**src/rtl/pulse_monitor.sv**
```systemverilog
// pulse_monitor: receive-side decoder for the sync_on / pulse_on / inhib
// sequence lines. Each frame (sync_on rise to sync_on rise) is measured back
// into period, pump width, delay, first pi width, pi count, block delay and
// first inhib window width. The results are published with a one-cycle
// meas_valid strobe when the next frame starts.
module pulse_monitor #(
   parameter int unsigned   CW      = 32,
   parameter logic [CW-1:0] TIMEOUT = 32'd200_000_000
) (
   input  logic          clk_pll,
   input  logic          reset,
   input  logic          sync_on,
   input  logic          pulse_on,
   input  logic          inhib,
   output logic [CW-1:0] meas_period,
   output logic [CW-1:0] meas_p1width,
   output logic [CW-1:0] meas_delay,
   output logic [CW-1:0] meas_p2width,
   output logic [7:0]    meas_npulses,
   output logic [CW-1:0] meas_block,
   output logic [CW-1:0] meas_window,
   output logic          meas_valid,
   output logic          timeout
);

   typedef enum logic [2:0] {IDLE, P1, GAP, PI, POST} state_t;
   typedef enum logic [1:0] {IB_WAIT, IB_BLK, IB_WIN, IB_DONE} ib_state_t;

   localparam logic [CW-1:0] ONE = {{(CW-1){1'b0}}, 1'b1};

   state_t        state;
   ib_state_t     ib_state;
   logic          s_d, p_d, i_d;
   logic          sync_rise, pulse_rise, pulse_fall, inhib_rise, inhib_fall;
   logic          have_frame;
   logic [CW-1:0] frame_cnt, cnt, ib_cnt;
   logic [CW-1:0] w_p1, w_dly, w_p2, w_blk, w_win;
   logic [7:0]    w_np;
   logic [CW-1:0] fin_p1, fin_dly, fin_p2, fin_blk, fin_win;

   // one-cycle history of the three lines for edge detection
   always_ff @(posedge clk_pll or negedge reset) begin
      if (!reset) begin
         s_d <= 1'b0;
         p_d <= 1'b0;
         i_d <= 1'b0;
      end else begin
         s_d <= sync_on;
         p_d <= pulse_on;
         i_d <= inhib;
      end
   end

   // edge decode and the values a frame reports if closed this cycle
   always_comb begin
      sync_rise  = sync_on & ~s_d;
      pulse_rise = pulse_on & ~p_d;
      pulse_fall = ~pulse_on & p_d;
      inhib_rise = inhib & ~i_d;
      inhib_fall = ~inhib & i_d;
      // a count still running when sync rises is reported at its current value
      fin_p1  = (state == P1)  ? cnt : w_p1;
      fin_dly = (state == GAP) ? cnt : w_dly;
      fin_p2  = (state == PI && w_np == 8'd1) ? cnt : w_p2;
      // block/window only report once the window has actually opened
      fin_blk = '0;
      fin_win = '0;
      if (ib_state == IB_WIN) begin
         fin_blk = w_blk;
         fin_win = ib_cnt;
      end else if (ib_state == IB_DONE) begin
         fin_blk = w_blk;
         fin_win = w_win;
      end
   end

   // frame sequencing, pulse/inhib measurement and result publication
   always_ff @(posedge clk_pll or negedge reset) begin
      if (!reset) begin
         state        <= IDLE;
         ib_state     <= IB_WAIT;
         have_frame   <= 1'b0;
         frame_cnt    <= '0;
         cnt          <= '0;
         ib_cnt       <= '0;
         w_p1         <= '0;
         w_dly        <= '0;
         w_p2         <= '0;
         w_blk        <= '0;
         w_win        <= '0;
         w_np         <= '0;
         meas_period  <= '0;
         meas_p1width <= '0;
         meas_delay   <= '0;
         meas_p2width <= '0;
         meas_npulses <= '0;
         meas_block   <= '0;
         meas_window  <= '0;
         meas_valid   <= 1'b0;
         timeout      <= 1'b0;
      end else begin
         meas_valid <= 1'b0;
         if (frame_cnt != '1)
            frame_cnt <= frame_cnt + ONE;

         if (sync_rise) begin
            // close the running frame, then open the new one in the same cycle
            if (have_frame) begin
               meas_period  <= frame_cnt;
               meas_p1width <= fin_p1;
               meas_delay   <= fin_dly;
               meas_p2width <= fin_p2;
               meas_npulses <= w_np;
               meas_block   <= fin_blk;
               meas_window  <= fin_win;
               meas_valid   <= 1'b1;
            end
            have_frame <= 1'b1;
            timeout    <= 1'b0;
            frame_cnt  <= ONE;
            cnt        <= ONE;
            ib_cnt     <= '0;
            ib_state   <= IB_WAIT;
            w_p1       <= '0;
            w_dly      <= '0;
            w_p2       <= '0;
            w_blk      <= '0;
            w_win      <= '0;
            w_np       <= '0;
            state      <= pulse_on ? P1 : GAP;
         end else if (frame_cnt == TIMEOUT) begin
            timeout    <= 1'b1;
            have_frame <= 1'b0;
            state      <= IDLE;
            ib_state   <= IB_WAIT;
         end else begin
            case (state)
               P1: begin
                  if (pulse_fall) begin
                     w_p1  <= cnt;
                     cnt   <= ONE;
                     state <= GAP;
                  end else begin
                     cnt <= cnt + ONE;
                  end
               end
               GAP: begin
                  if (pulse_rise) begin
                     w_dly <= cnt;
                     w_np  <= 8'd1;
                     cnt   <= ONE;
                     state <= PI;
                  end else begin
                     cnt <= cnt + ONE;
                  end
               end
               PI: begin
                  if (pulse_fall) begin
                     if (w_np == 8'd1)
                        w_p2 <= cnt;
                     state <= POST;
                  end else begin
                     cnt <= cnt + ONE;
                  end
               end
               POST: begin
                  if (pulse_rise) begin
                     if (w_np != 8'hFF)
                        w_np <= w_np + 8'd1;
                     cnt   <= ONE;
                     state <= PI;
                  end
               end
               default: ;
            endcase

            case (ib_state)
               IB_WAIT: begin
                  if (state == PI && pulse_fall) begin
                     ib_cnt <= ONE;
                     if (!inhib) begin
                        w_blk    <= '0;
                        ib_state <= IB_WIN;
                     end else begin
                        ib_state <= IB_BLK;
                     end
                  end
               end
               IB_BLK: begin
                  if (inhib_fall) begin
                     w_blk    <= ib_cnt;
                     ib_cnt   <= ONE;
                     ib_state <= IB_WIN;
                  end else begin
                     ib_cnt <= ib_cnt + ONE;
                  end
               end
               IB_WIN: begin
                  if (inhib_rise) begin
                     w_win    <= ib_cnt;
                     ib_state <= IB_DONE;
                  end else begin
                     ib_cnt <= ib_cnt + ONE;
                  end
               end
               default: ;
            endcase
         end
      end
   end

endmodule

```
**config.mk**
```make
export PLATFORM = sky130hd
export DESIGN_NAME = pulse_monitor
export DESIGN_NICKNAME = d
export VERILOG_FILES = /design/src/rtl/pulse_monitor.sv
export SDC_FILE = /design/constraint.sdc
export NUM_CORES = 1
export LEC_CHECK = 0
export ABC_AREA = 0
export BUFFER_PORTS_ARGS = -buffer_cell sky130_fd_sc_hd__buf_4
export CORE_MARGIN = 5
export CORE_UTILIZATION = 55
export CTS_CLUSTER_SIZE = 8
export DETAILED_ROUTE_END_ITERATION = 16
export PLACE_DENSITY = 0.76
export SYNTH_ARGS = -nofsm -noshare
export SYNTH_HDL_FRONTEND = slang
export SYNTH_SLANG_ARGS = --single-unit
```
**constraint.sdc**
```tcl
create_clock -name clk_pll -period 2.5 [get_ports clk_pll]
set_input_delay 0.5 -clock clk_pll [delete_from_list [all_inputs] [get_ports clk_pll]]
set_output_delay 0.5 -clock clk_pll [all_outputs]
set_load 0.03 [all_outputs]
```
==> results.json <==
{
  "status": "completed",
  "multiInputGateArea_um2": 8468,
  "critPathRequiredTime_ns": 2.99,
  "yosysMostFrequentCell": "dfrtp_1",
  "initial_core_util_pct": 55.23,
  "worst_pin_slew_ns": 0.6935,
  "die_area_um2": 42560,
  "max_freq_ghz": 0.4253,
  "arrival_ns": 2.85,
  "nNetsFinal": 2437,
  "syn_area_um2": 21200,
  "ys_async_sr_fraction_pct": 100.0,
  "fill_cells": 3013,
  "finalCritPeriodShare_pct": 94.04,
  "antenna_found_initial": 1,
  "worst-path-max-fanout": 9,
  "gr-total-overflow": 0,
  "crit_chain": "inv_1 -> ha_1 -> nor4b_1 -> nand4_1 -> nor4_2 -> buf_4 -> or4b_1 -> or3_1 -> a21oi_1",
  "die_h_um": 206.3,
  "design_area_um2": 25600,
  "crit_family": "simple AND/OR/NAND/NOR gates",
  "rsz0062_at_grt": "true",
  "startpoint_type": "flip-flop",
  "placedCellCount": 2868,
  "cpPeakStageDelay_ns": 0.60,
  "relSlewSlack_pct": 53.76,
  "coreArea_um2": 38380,
  "drtIter0Drc": 1195,
  "synth.area.top_cells": "dfrtp_1 (56%), o21ai_0 (8.8%), nand2_1 (8.3%)",
  "drc": 0,
  "synth_top_area_share_pct": 56.08,
  "layout_setup_ws_ns": 0.1489,
  "worst_path_max_delay_cell": "or4b_1",
  "synth_area_per_cell_um2": 9.517,
  "p_leak_nw": 11.76,
  "rr_endpoint": "cnt[21]$_DFFE_PN0P_",
  "dr.pass1.iters": 5,
  "skew_ns": 0.02138,
  "path_class": "flip-flop to flip-flop",
  "ios": 207,
  "synth-edff-count": 0,
  "path_buf_inv": 2,
  "clock_latency_ns": 0.57,
  "grtUsageTotal_pct": 25.07,
  "fp.dieW_um": 206.3,
  "ant_nets": 0,
  "syn_nets": 2242,
  "grt_pass1_vias": 17120,
  "endpoint": "cnt[21]$_DFFE_PN0P_",
  "vias_per_cell": 5.719,
  "grt_max_degree": 67,
  "slew_violations": 0,
  "seqCellArea_um2": 11890,
  "cap_viol_max_count": 0,
  "layout_min_cycle_time_ns": 2.351,
  "crit_cells": 9,
  "yosysSeqAreaShare_pct": 56.08,
  "max-clock-path-buffers": 3,
  "synth_area_leader_cell": "dfrtp_1",
  "yosysWarnings": 0,
  "drt-total-wl_um": 52430,
  "cts_buffers": 69,
  "synthToLayoutAreaGrowth_pct": 20.77,
  "ir_drop_v": 0.0004868,
  "drive_gt1_share_pct": 18.55,
  "clock-sinks": 475,
  "worst_r2r_path_depth": 9,
  "yosys-top-cells-count": "dfrtp_1 (475), nand2_1 (470), o21ai_0 (374)",
  "wl_per_cell_um": 17.81,
  "ys.flop_type": "dfrtp_1",
  "rows": 72,
  "hold_path.class": "primary input to flip-flop",
  "syn_inst": 2227,
  "finalHoldViolCount": 0,
  "dr_total_vias": 16840,
  "post-dp-hpwl_um": 35280,
  "preCtsSetupSlack_ns": 0.1400,
  "startpoint": "frame_cnt[0]$_DFFE_PN0P_",
  "place.port_buffers": 206,
  "cp-end-kind": "flip-flop",
  "ys_ff_latch": 475,
  "grt_pass1_wl_um": 87230,
  "routabilityCongestion": 0.8556,
  "postPlaceCellArea_um2": 23780,
  "cts-htree-levels": 3,
  "diodes": 0,
  "cts_root_buf": "clkbuf_16",
  "r2r-start": "frame_cnt[0]$_DFFE_PN0P_",
  "power_density_nw_per_um2": 791.2,
  "synth_cell_type_count": 63,
  "setup_viol": 0,
  "r2r_slack_ns": 0.15,
  "cts_tree": "built",
  "clk_pin_slew_ns": 0.05,
  "final_cell_count_no_fill": 2944
}
==> routing by layer <==
| layer | share of wire [%] | GRT usage (%) |
|---|---|---|
| met5 | 0.038 | 0 |
| met3 | 5.4 | 4.958 |
| met1 | 42 | 32.88 |
| met2 | 50 | 42.26 |
| met4 | 2.6 | 8.151 |
==> registers in the layout, indices dropped and copies added, names as in the netlist, 2 cells and up <==
signal        flops
cnt              32
frame_cnt        32
ib_cnt           32
ib_state          2
meas_block       32
meas_delay       32
meas_npulses      8
meas_p1width     32
meas_p2width     32
meas_period      32
meas_window      32
state             3
w_blk            32
w_dly            32
w_np              8
w_p1             32
w_p2             32
w_win            32
==> timing repair <==
| item | in CTS | in global routing |
|---|---|---|
| endpoints found under the hold margin | 44 | 0 |
| hold buffers | 1 | 0 |
| setup endpoints to repair | 0 | 7 |
| gates resized for setup | 0 | 3 |
| setup buffers | 0 | 0 |
==> area by class of cell <==
type	instances	area share [%]
sequential	475	46.44
multi-input combinational	1514	33.08
tap	518	2.532
clock buffer	69	6.746
timing repair buffer	308	10.15
inverter	54	0.7919
clock inverter	6	0.2591
==> placed cells by master, fill, tap and decap left out, types with 21 or more instances in the layout <==
| cell type | n |
|---|---|
| a21oi_1 | 33 |
| a22oi_1 | 32 |
| buf_12 | 22 |
| buf_4 | 284 |
| clkbuf_16 | 69 |
| dfrtp_1 | 474 |
| inv_1 | 54 |
| mux2_2 | 34 |
| mux2i_1 | 95 |
| nand2_1 | 469 |
| nand3_1 | 101 |
| nand4_1 | 30 |
| nor2_1 | 80 |
| nor3_1 | 21 |
| o21ai_0 | 374 |
| or3_1 | 22 |
| xnor2_1 | 32 |
==> through the flow <==
| stage | hold slack [ns] | total power, mW | TNS [ns] | utilization, % |
|---|---|---|---|---|
| final | 0.07630 | 20.25 | 0 | 66.70 |
| after global routing | 0.05468 | 21.14 | -0.002492 | 66.70 |
| after CTS | 0.04745 | 20.39 | 0 | 66.66 |
| after detailed placement | 0.4561 | 12.34 | 0 | 61.97 |
| after global placement | 0.4527 | 12.23 | 0 | 61.97 |
| after floorplan | 0.2044 | 10.92 | 0 | - |
==> cell families (layout without fill, tap and decap cells) <==
logic type	count (synthesis)	after routing	synth area share (%)
buf+inv	238	437	4.357
xor+xnor	33	33	1.364
flops	475	475	56.08
fa+ha+maj	10	10	0.5903
mux	129	129	6.293
simple gates	832	832	17.91
compound gates	510	510	13.41
==> power breakdown <==
group / internal [mW] / leakage, nW / switching [mW] / total, mW
logic: 1.38 / 4.31 / 2.60 / 3.98
registers: 8.02 / 6.58 / 0.264 / 8.29
clock network: 4.86 / 0.878 / 3.13 / 7.98
total: 14.3 / 11.8 / 5.99 / 20.3
==> how the worst min path moves through the flow <==
| stage | start | cells past startpoint | endpoint |
|---|---|---|---|
| 3_5_place_dp | w_blk[2]$_DFFE_PN0P_ | 2 | w_blk[2]$_DFFE_PN0P_ |
| 6_report | sync_on | 1 | s_d$_DFF_PN0_ |
| 3_3_place_gp | w_blk[31]$_DFFE_PN0P_ | 2 | w_blk[31]$_DFFE_PN0P_ |
| 5_1_grt | sync_on | 1 | s_d$_DFF_PN0_ |
| 2_1_floorplan | reset | 0 | cnt[0]$_DFFE_PN0P_ |
| 4_1_cts | sync_on | 1 | s_d$_DFF_PN0_ |
No activity file was read; power rests on OpenSTA's default activity.
